## src/rtl/frogger_game_ctrl_if.sv

```systemverilog
// Frogger game-controller bus.
//   master : the side that produces frame/event/button activity (collision
//            logic, video timing, pad pins) and consumes game status
//   slave  : the game controller itself
// Signals:
//   frame_tick   1-cycle pulse per video frame (VSYNC start)
//   dpad_input   raw buttons {right, up, down, left}, asynchronous
//   collision    frog hit / drowned / off screen
//   reached_end  frog in goal row
//   state        00 TITLE, 01 PLAY, 10 DYING, 11 OVER
//   frog_respawn 1-cycle pulse: frog reloads its start position
//   lives        remaining lives
//   score        BCD {tens, ones}
//   hi_score     BCD {tens, ones}
interface frogger_game_ctrl_if;
  logic       frame_tick;
  logic [3:0] dpad_input;
  logic       collision;
  logic       reached_end;
  logic [1:0] state;
  logic       frog_respawn;
  logic [1:0] lives;
  logic [7:0] score;
  logic [7:0] hi_score;

  modport master (
    output frame_tick, dpad_input, collision, reached_end,
    input  state, frog_respawn, lives, score, hi_score
  );

  modport slave (
    input  frame_tick, dpad_input, collision, reached_end,
    output state, frog_respawn, lives, score, hi_score
  );
endinterface

```

## src/rtl/frogger_game_ctrl.sv

```systemverilog
// Frogger game-level controller.
// Sequences TITLE -> PLAY -> DYING -> (PLAY | OVER) -> TITLE, tracks lives,
// BCD score and BCD high score, and pulses frog_respawn whenever the frog
// must go back to its start position.
// Ports:
//   clk   pixel clock
//   reset asynchronous, active-high; clears everything including hi_score
//   bus   frogger_game_ctrl_if.slave (events/buttons in, game status out)
module frogger_game_ctrl #(
  parameter int START_LIVES  = 3,    // 1..3
  parameter int DEATH_FRAMES = 60,   // 1..255
  parameter int OVER_FRAMES  = 120   // 1..255
) (
  input  logic             clk,
  input  logic             reset,
  frogger_game_ctrl_if.slave bus
);

  typedef enum logic [1:0] {
    TITLE = 2'b00,
    PLAY  = 2'b01,
    DYING = 2'b10,
    OVER  = 2'b11
  } state_t;

  localparam logic [1:0] LIVES_INIT = 2'(START_LIVES);
  localparam logic [7:0] DEATH_LAST = 8'(DEATH_FRAMES - 1);
  localparam logic [7:0] OVER_MAX   = 8'(OVER_FRAMES);

  state_t          st;
  logic            respawn_q;
  logic [1:0]      lives_q;
  logic [7:0]      score_q;
  logic [7:0]      hi_q;
  logic [7:0]      frame_cnt;

  // Button conditioning: 2-flop sync per bit, OR, registered rising edge.
  // Pin -> btn_press is 3 clocks.
  logic [1:0][3:0] sync;
  logic            any_btn;
  logic            any_q;
  logic            btn_press;

  assign any_btn = |sync[1];

  always_ff @(posedge clk or posedge reset) begin
    if (reset) begin
      sync      <= '0;
      any_q     <= 1'b0;
      btn_press <= 1'b0;
    end else begin
      sync      <= {sync[0], bus.dpad_input};
      any_q     <= any_btn;
      btn_press <= any_btn & ~any_q;
    end
  end

  // Two-digit BCD increment, saturating at 99.
  function automatic logic [7:0] bcd_inc(input logic [7:0] v);
    if (v == 8'h99)        return v;
    if (v[3:0] == 4'd9)    return {v[7:4] + 4'd1, 4'd0};
    return {v[7:4], v[3:0] + 4'd1};
  endfunction

  always_ff @(posedge clk or posedge reset) begin
    if (reset) begin
      st        <= TITLE;
      respawn_q <= 1'b0;
      lives_q   <= LIVES_INIT;
      score_q   <= 8'h00;
      hi_q      <= 8'h00;
      frame_cnt <= 8'd0;
    end else begin
      respawn_q <= 1'b0;
      case (st)
        // A simultaneous frame_tick is deliberately ignored here.
        TITLE: if (btn_press) begin
          st        <= PLAY;
          lives_q   <= LIVES_INIT;
          score_q   <= 8'h00;
          respawn_q <= 1'b1;
        end
        // Events are sampled once per frame; goal beats collision.
        PLAY: if (bus.frame_tick) begin
          if (bus.reached_end) begin
            score_q   <= bcd_inc(score_q);
            respawn_q <= 1'b1;
          end else if (bus.collision) begin
            st        <= DYING;
            frame_cnt <= 8'd0;
          end
        end
        // Collision is ignored here, so a held collision can't restart the timer.
        DYING: if (bus.frame_tick) begin
          if (frame_cnt == DEATH_LAST) begin
            if (lives_q > 2'd1) begin
              lives_q   <= lives_q - 2'd1;
              st        <= PLAY;
              respawn_q <= 1'b1;
            end else begin
              lives_q   <= 2'd0;
              st        <= OVER;
              frame_cnt <= 8'd0;
              if (score_q > hi_q) hi_q <= score_q;  // BCD order == binary order
            end
          end else begin
            frame_cnt <= frame_cnt + 8'd1;
          end
        end
        // Presses before the hold-off expires are simply dropped.
        OVER: begin
          if (btn_press && frame_cnt == OVER_MAX)
            st <= TITLE;
          else if (bus.frame_tick && frame_cnt != OVER_MAX)
            frame_cnt <= frame_cnt + 8'd1;
        end
        default: st <= TITLE;
      endcase
    end
  end

  assign bus.state        = st;
  assign bus.frog_respawn = respawn_q;
  assign bus.lives        = lives_q;
  assign bus.score        = score_q;
  assign bus.hi_score     = hi_q;

endmodule
```

## src/flat_wrapper.sv

```systemverilog
// flat-port wrapper written by rule: the top's interface ports become plain ports
module frogger_game_ctrl_flat 
#(
  parameter int START_LIVES  = 3,           
  parameter int DEATH_FRAMES = 60,            
  parameter int OVER_FRAMES  = 120            
)
  (clk, reset, bus_frame_tick, bus_dpad_input, bus_collision, bus_reached_end, bus_state, bus_frog_respawn, bus_lives, bus_score, bus_hi_score);
  frogger_game_ctrl_if bus_i ();
  input  logic clk;
  input  logic reset;
  input wire logic [$bits(bus_i.frame_tick)-1:0] bus_frame_tick;
  input wire logic [$bits(bus_i.dpad_input)-1:0] bus_dpad_input;
  input wire logic [$bits(bus_i.collision)-1:0] bus_collision;
  input wire logic [$bits(bus_i.reached_end)-1:0] bus_reached_end;
  output wire logic [$bits(bus_i.state)-1:0] bus_state;
  output wire logic [$bits(bus_i.frog_respawn)-1:0] bus_frog_respawn;
  output wire logic [$bits(bus_i.lives)-1:0] bus_lives;
  output wire logic [$bits(bus_i.score)-1:0] bus_score;
  output wire logic [$bits(bus_i.hi_score)-1:0] bus_hi_score;
  assign bus_i.frame_tick = bus_frame_tick;
  assign bus_i.dpad_input = bus_dpad_input;
  assign bus_i.collision = bus_collision;
  assign bus_i.reached_end = bus_reached_end;
  assign bus_state = bus_i.state;
  assign bus_frog_respawn = bus_i.frog_respawn;
  assign bus_lives = bus_i.lives;
  assign bus_score = bus_i.score;
  assign bus_hi_score = bus_i.hi_score;
  frogger_game_ctrl #(.START_LIVES(START_LIVES), .DEATH_FRAMES(DEATH_FRAMES), .OVER_FRAMES(OVER_FRAMES)) u_core (.clk(clk), .reset(reset), .bus(bus_i));
endmodule
```

## config.mk

```make
export PLATFORM = sky130hd
export DESIGN_NAME = frogger_game_ctrl_flat
export DESIGN_NICKNAME = d
export VERILOG_FILES = /design/src/rtl/frogger_game_ctrl_if.sv /design/src/rtl/frogger_game_ctrl.sv /design/src/flat_wrapper.sv
export SDC_FILE = /design/constraint.sdc
export NUM_CORES = 1
export LEC_CHECK = 0
export BUFFER_PORTS_ARGS = -buffer_cell sky130_fd_sc_hd__buf_2
export CAP_MARGIN = 20
export CORE_UTILIZATION = 30
export CTS_CLUSTER_SIZE = 40
export DETAILED_ROUTE_END_ITERATION = 16
export GPL_TIMING_DRIVEN = 0
export HOLD_SLACK_MARGIN = 0.03
export MAX_ROUTING_LAYER = met4
export PLACE_DENSITY_LB_ADDON = 0.1
export SYNTH_ARGS = -nofsm -noshare
export SYNTH_HDL_FRONTEND = slang
export SYNTH_SLANG_ARGS = --single-unit
export TNS_END_PERCENT = 5
```

## constraint.sdc

```tcl
create_clock -name clk -period 4.3 [get_ports clk]
set_input_delay 0.43 -clock clk [delete_from_list [all_inputs] [get_ports clk]]
set_output_delay 0.43 -clock clk [all_outputs]
set_load 0.05 [all_outputs]
```

# ---- Word level (Yosys, flattened, before mapping)
# Cells that the tools add are included.
# Widths: inputs -> output; s select.
dict set report classes {
  addsub 4
  magnitude_cmp 2
  eq_ne 20
  mux 47
  bitwise_logic 3
  n_reduce_logical 13
}
# op count
set op_table {}
lappend op_table {{$mux 8} 15}
lappend op_table {{$mux 2} 12}
lappend op_table {{$pmux 8 s3} 1}
lappend op_table {{$pmux 8 s2} 1}
lappend op_table {{$mux 1} 15}
lappend op_table {{$ne 2x2->1 const B} 6}
lappend op_table {{$reduce_and 5->1} 2}
lappend op_table {{$add 4x1->4 const B} 2}
lappend op_table {{$add 8x1->8 const B} 1}
lappend op_table {{$eq 8x6->1 const B} 1}
lappend op_table {{$eq 8x7->1 const B} 1}
lappend op_table {{$eq 8x8->1 const B} 1}
lappend op_table {{$gt 8x8->1} 1}
lappend op_table {{$ne 2x1->1 const B} 4}
lappend op_table {{$ne 8x7->1 const B} 1}
lappend op_table {{$pmux 2 s4} 1}
lappend op_table {{$reduce_and 4->1} 2}
lappend op_table {{$reduce_and 8->1} 1}
lappend op_table {{$reduce_and 7->1} 1}
lappend op_table {{$eq 2x2->1 const B} 2}
lappend op_table {{$eq 4x4->1 const B} 1}
lappend op_table {{$pmux 2 s2} 1}
lappend op_table {{$reduce_bool 2->1} 2}
lappend op_table {{$reduce_or 4->1} 1}
lappend op_table {{other kinds (11)} 13}
dict set report word_totals {
  register_bits 39
  in_bits 9
  out_inout_bits 21
  elab_cells 100
}

# ---- Logic depth before layout (Yosys ltp)
# Gate-level depths: netlist (run 1).
dict set report logic_depth {
  word_depth 14
  depth_mapped 8
  ltp_nobuf 7
}

# ---- Worst setup path after synthesis (run 1)
# No wires, ideal clock.
dict set report synth_path {
  kind {reg2reg}
  startpoint {register u_core.hi_q[1], in the netlist u_core.bus.hi_score[1]}
  endpoint {register u_core.hi_q[4], in the netlist u_core.bus.hi_score[4]}
  setup_ps 125
  t_arrival_ps 2301
  t_required_ps 4175
  setup_slack_ps 1874
  stages_incl_launch_ff 8
  n_path_buf 0
  period_less_slack_ps 2426
  cell_sequence {dfrtp_1 > inv_1 > ha_1 > nor2b_1 > o211ai_1 > a21o_1 > a2111oi_4 > mux2_2}
}
dict set report synth_between {
  elab_chain_len 2
}
# element line_no
set synth_rtl {}
lappend synth_rtl {{start, declared} frogger_game_ctrl.sv:34} ;# logic [7:0] hi_q;
lappend synth_rtl {{start signal, assigned} frogger_game_ctrl.sv:104} ;# if (score_q > hi_q) hi_q <= score_q;
lappend synth_rtl {{$gt 8x8->1} frogger_game_ctrl.sv:104}
lappend synth_rtl {{$reduce_and 5->1 (no line)} -}
# No other way between the ends.
# A chain may end at the register's enable or synchronous reset.

# ---- Worst setup path in the final report (run 1)
dict set report layout_path {
  startpoint {register u_core.frame_cnt[0]}
  endpoint {register u_core.hi_q[2], in the netlist u_core.bus.hi_score[2]}
}
dict set report layout_between {
  elab_chain_len 2
}
# element line_no
set layout_rtl {}
lappend layout_rtl {{start, declared} frogger_game_ctrl.sv:35} ;# logic [7:0] frame_cnt;
lappend layout_rtl {{start signal, assigned} frogger_game_ctrl.sv:107} ;# frame_cnt <= frame_cnt + 8'd1;
lappend layout_rtl {{start signal, assigned} frogger_game_ctrl.sv:115} ;# frame_cnt <= frame_cnt + 8'd1;
lappend layout_rtl {{$eq 8x6->1} frogger_game_ctrl.sv:95} ;# if (frame_cnt == DEATH_LAST) begin
lappend layout_rtl {{$reduce_and 5->1 (no line)} -}
# No other way between the ends.

==> flow_summary.json, run 1 <==
{
  "io_buffers": 29,
  "numCtsBuffers": 5,
  "p_total_mw": 1.27,
  "postRouteAntennaNets": 0,
  "firstDrtPassIters": 5,
  "synthFlopType": "dfrtp_1",
  "root_buffer": "clkbuf_8",
  "core_area_um2": 6790,
  "final_net_count": 271,
  "cts_tree": "yes",
  "rows": 30,
  "p_leak_nw": 1.13,
  "synth_edf_count": 0,
  "routed_via_density": 4.75,
  "critPathArrivalTime_ns": 2.68,
  "maxCapViolCount": 0,
  "syn_area_um2": 2120,
  "grt_pass1_wl_um": 7510,
  "syn_inst": 208,
  "finalHoldViolations": 0,
  "final_area_um2": 2520,
  "nFillCells": 697,
  "overflow": 0,
  "tightest_slew_ns": 0.837,
  "fin_worst_skew_ns": 0.00589,
  "die_w_um": 86.1,
  "slew_headroom_pct": 44.1,
  "track_usage_pct": 13.6,
  "p_per_area_nw_per_um2": 506,
  "hpwl_um": 3160,
  "dieHeight_um": 86.1,
  "antenna_cells": 0,
  "yosys_warnings": 0,
  "avgSynthCellArea_um2": 10.2,
  "yosys_register_bits": 39,
  "ios": 30,
  "initial_core_util_pct": 31.2,
  "syn_nets": 235,
  "post_cts_buffers": 0,
  "timing.final.crit_share_pct": 58.1,
  "crit_fanout": 8,
  "fin_crit_ns": 2.50,
  "setup_viol": 0,
  "drc": 0,
  "antenna_found_initial": 0,
  "required_ns": 4.48,
  "hold_class": "in2reg",
  "start_kind": "flop",
  "place_area_um2": 2380,
  "drtIter0Drc": 43,
  "tns_ns": 0,
  "cts.reportedPaths.clkPinSlew_ns": 0.08,
  "layout-drive-gt1-share_pct": 22.9,
  "synthDistinctLibCells": 42,
  "ctsHtreeMaxLevel": 2,
  "grt_start_max_net_pins": 40,
  "rsz0062_at_grt": "no",
  "peakVddDrop_mv": 0.166,
  "critPathKind": "reg2reg",
  "wirelength_um": 4360,
  "fmax_mhz": 400,
  "grt_pass1_vias": 1537,
  "slew_violations": 0,
  "wl_per_cell_um": 12.8,
  "clock_path_buffers": 2,
  "clkLatencyLatePin_ns": 0.30,
  "status": "finished clean",
  "vias": 1621,
  "die_area_um2": 7410,
  "final_util_pct": 37.1,
  "synth-seq-area-share_pct": 46.2,
  "ctsHoldBuffers": 0,
  "cts_num_sinks": 39,
  "syn_to_final_growth_pct": 18.9,
  "ctsResizeCount": 0,
  "async_flop_share_pct": 100,
  "end_kind": "flop",
  "gp_congestion": 0.745
}
-- cells in the mapped netlist, drive strengths merged, types with 2 or more instances --
library cell  number  share of area [%]
nand4              3               0.89
dfrtp             37                 44
a21oi             10                2.4
xnor2              4                1.7
mux2               6                3.2
o21ai             13                3.1
or2                4                1.3
nand3             11                2.6
ha                18                 11
o211ai             6                2.1
nand2             18                3.2
dfstp              2                2.5
nor3               5                1.2
a21o               2               0.71
mux2i              4                1.9
o31ai              2               0.71
nor2              10                1.8
nor2b              5                1.5
nor4               2               0.59
nand2b             5                1.5
o311ai             2               0.83
nand3b             3                1.1
inv               18                3.2
-- placed cells by master (no fill, tap or decap), types with 2 or more instances in the layout --
cell type | Yosys | final
a21o_1 | 2 | 2
a21oi_1 | 10 | 10
buf_2 | 1 | 30
bufinv_16 | 0 | 2
clkbuf_8 | 0 | 5
dfrtp_1 | 37 | 37
dfstp_2 | 2 | 2
ha_1 | 18 | 18
inv_1 | 18 | 17
mux2_2 | 6 | 6
mux2i_1 | 4 | 4
nand2_1 | 18 | 18
nand2b_1 | 5 | 5
nand3_1 | 11 | 11
nand3b_1 | 3 | 3
nand4_1 | 3 | 3
nor2_1 | 10 | 10
nor2b_1 | 5 | 5
nor3_1 | 5 | 5
nor4_1 | 2 | 2
o211ai_1 | 6 | 6
o21ai_0 | 13 | 13
o311ai_0 | 2 | 2
o31ai_1 | 2 | 2
or2_2 | 3 | 3
xnor2_1 | 4 | 4
-- flip-flops by register name, indices dropped and copies added (netlist names) --
signal	cells
u_core.any_q	1
u_core.bus.state	2
u_core.btn_press	1
u_core.bus.score	8
u_core.bus.lives	2
u_core.sync	8
u_core.bus.hi_score	8
u_core.frame_cnt	8
u_core.bus.frog_respawn	1
-- critical path: stages, from the launching register on --
cell and delay (ns):
dfrtp_1 0.38, ha_1 0.20, or4b_4 0.48, or2_4 0.27, a2111oi_4 0.65, mux2_2 0.41
-- layer usage --
| metal | wire length, µm | track usage, % |
|---|---|---|
| met5 | 0 | - |
| met4 | 50 | 4.55 |
| met3 | 146 | 3.46 |
| met2 | 2050 | 20.9 |
| met1 | 2120 | 17.5 |
-- path summary, 6_finish.rpt --
kind	from	endpoint	slack, ns	depth (start not counted)
worst min-delay path	bus_dpad_input[0]	u_core.sync[0]$_DFF_PP0_	0.23	1
max in group asynchronous	reset	u_core.bus.frog_respawn$_DFF_PP0_	3.48	2
worst max-delay path	u_core.frame_cnt[0]$_DFFE_PP0P_	u_core.bus.hi_score[2]$_DFFE_PP0P_	1.80	5
min in group asynchronous	reset	u_core.bus.hi_score[0]$_DFFE_PP0P_	0.30	2
worst min register to register	u_core.sync[3]$_DFF_PP0_	u_core.sync[7]$_DFF_PP0_	0.35	0
worst max register to register	u_core.frame_cnt[0]$_DFFE_PP0P_	u_core.bus.hi_score[2]$_DFFE_PP0P_	1.80	5
-- power by group --
group,switching [mW],internal (mW),leakage [nW],total [mW]
logic,0.301,0.148,0.571,0.449
clock network,0.140,0.231,0.0644,0.371
registers,0.0480,0.407,0.497,0.455
total,0.489,0.786,1.13,1.27
-- per-stage QoR --
step                      worst slack, ns  hold slack [ns]  instances
after detailed placement             1.78            0.335        333
after floorplan                      1.87            0.331        208
after CTS                            1.76            0.218        341
after global routing                 1.57            0.213        341
after global placement               1.76            0.334        333
final                                1.80            0.233        341
-- cells by family after synthesis --
| group | Yosys count | synth area share, % |
|---|---|---|
| compound gates | 44 | 14.3 |
| xor+xnor | 4 | 1.65 |
| fa+ha+maj | 18 | 10.6 |
| buf+inv | 20 | 3.60 |
| flops | 39 | 46.2 |
| mux | 10 | 5.08 |
| simple gates | 73 | 18.6 |
-- area by class of cell --
type / instances / area [µm²] / area share, %
flip-flops and latches: 39 / 978 / 38.8
clock buffers: 5 / 68.8 / 2.73
clock inverters: 3 / 67.6 / 2.68
repair buffers: 29 / 145 / 5.76
multi-input cells: 149 / 1060 / 42.2
well taps: 96 / 120 / 4.76
plain buffers: 2 / 8.76 / 0.347
inverters: 18 / 67.6 / 2.68
No activity file was read; power rests on OpenSTA's default activity.
==> run 2, diff against run 1 <==
==> constraint.sdc (replaced) <==
create_clock -name clk -period 2.19 [get_ports clk]
set_input_delay 0.219 -clock clk [delete_from_list [all_inputs] [get_ports clk]]
set_output_delay 0.219 -clock clk [all_outputs]
set_load 0.05 [all_outputs]
==> flow_summary.json, run 2 (synthesis results as in run 1) <==
{
  "final_common_cell": "buf_2",
  "root_buffer": "clkbuf_8",
  "final_util_pct": 39.0,
  "routed_via_density": 4.65,
  "drc": 0,
  "antenna_cells": 0,
  "crit_fanout": 6,
  "initial_core_util_pct": 31.2,
  "required_ns": 2.39,
  "cts_tree": "yes",
  "place_area_um2": 2400,
  "setup_viol": 0,
  "peakVddDrop_mv": 0.297,
  "slew_violations": 0,
  "grt_start_max_net_pins": 40,
  "vias": 1631,
  "critPathArrivalTime_ns": 2.39,
  "hold_class": "in2async",
  "end_kind": "flop",
  "wl_per_cell_um": 13.2,
  "cts.reportedPaths.clkPinSlew_ns": 0.09,
  "syn_to_final_growth_pct": 24.9,
  "timing.final.crit_share_pct": 99.9,
  "ctsHtreeMaxLevel": 2,
  "gp_congestion": 0.752,
  "final_net_count": 281,
  "fmax_mhz": 457,
  "hpwl_um": 3190,
  "p_per_area_nw_per_um2": 929,
  "core_area_um2": 6790,
  "p_leak_nw": 1.17,
  "firstDrtPassIters": 4,
  "cts_num_sinks": 39,
  "dieHeight_um": 86.1,
  "start_kind": "flop",
  "maxCapViolCount": 0,
  "hold-worst-slack_ns": 0.0736,
  "postRouteAntennaNets": 0,
  "tightest_slew_ns": 0.836,
  "grt_pass1_wl_um": 7890,
  "grt_pass1_vias": 1578,
  "numCtsBuffers": 5,
  "die_area_um2": 7410,
  "status": "finished clean",
  "wirelength_um": 4630,
  "antenna_found_initial": 0,
  "slew_headroom_pct": 44.2,
  "layout-drive-gt1-share_pct": 33.3,
  "die_w_um": 86.1,
  "finalHoldViolations": 0,
  "io_buffers": 29,
  "critPathKind": "reg2reg",
  "setup_ws_ns": 0.00150,
  "clkLatencyLatePin_ns": 0.31,
  "rows": 30,
  "final_area_um2": 2650,
  "fin_worst_skew_ns": 0.0163,
  "ios": 30,
  "overflow": 0,
  "clock_path_buffers": 2,
  "fin_crit_ns": 2.19,
  "track_usage_pct": 14.2,
  "place_ws_ns": -0.350,
  "final_cell_mix": "buf_2, dfrtp_1, nand2_1",
  "drtIter0Drc": 39,
  "rsz0062_at_grt": "yes"
}
## run 2: area by class of cell
cell class	instances	area (µm²)
buffer	2	10.0
clock buffer	6	72.6
clock inverter	2	37.5
fill	694	4150
inverter	18	67.6
multi-input combinational	149	1110
sequential	39	997
tap	96	120
timing repair buffer	39	230
## run 2: worst max-delay path, cell delays in order, from the launching register on
cell       delay [ns]
dfrtp_2          0.46
ha_1             0.31
nor2b_1          0.12
o211ai_1         0.09
a21o_1           0.20
a2111oi_4        0.37
buf_4            0.20
mux2_2           0.33
## run 2: final timing paths
kind                                                  from  cells after the start                            endpoint  slack (ns)
setup / recovery           u_core.bus.score[1]$_DFFE_PP0P_                      7  u_core.bus.hi_score[2]$_DFFE_PP0P_       0.002
hold / removal                                       reset                      2  u_core.bus.hi_score[0]$_DFFE_PP0P_        0.07
setup reg to reg           u_core.bus.score[1]$_DFFE_PP0P_                      7  u_core.bus.hi_score[2]$_DFFE_PP0P_       0.002
hold reg to reg                   u_core.sync[1]$_DFF_PP0_                      0            u_core.sync[5]$_DFF_PP0_        0.35
max in group asynchronous                            reset                      2     u_core.bus.state[0]$_DFFE_PP0P_        1.53
min in group clk                            bus_frame_tick                      3   u_core.bus.frog_respawn$_DFF_PP0_        0.26
## run 2: report_power, final
group          switching, mW  internal (mW)
Combinational          0.614          0.326
Sequential            0.0991          0.805
Clock                  0.274          0.340
Total                  0.987           1.47
## run 2: what timing repair did
| action | 4_1_cts | 5_1_grt |
|---|---|---|
| endpoints found under the setup margin | 20 | 19 |
| endpoints found under the hold margin | 4 | 0 |
| hold buffers | 4 | 0 |
| pin swaps | 2 | 3 |
| buffers inserted | 2 | 4 |
| gates resized for setup | 6 | 10 |
| gates cloned | 0 | 0 |
## run 2: routing by layer
metal	up-vias	track usage, %	share of wire, %
met5	-	-	0
met4	0	5.45	1.7
met3	6	3.27	3.5
met2	39	20.9	45
met1	758	19.0	49
li1	828	-	-
## run 2: stage by stage
stage                     std cells  power, mW  setup TNS (ns)
after floorplan                 208       1.57          -0.917
after global placement          333       1.81           -4.28
after detailed placement        333       1.80           -3.94
after CTS                       347       2.45          -0.664
after global routing            351       2.63          -0.690
final                           351       2.46               0
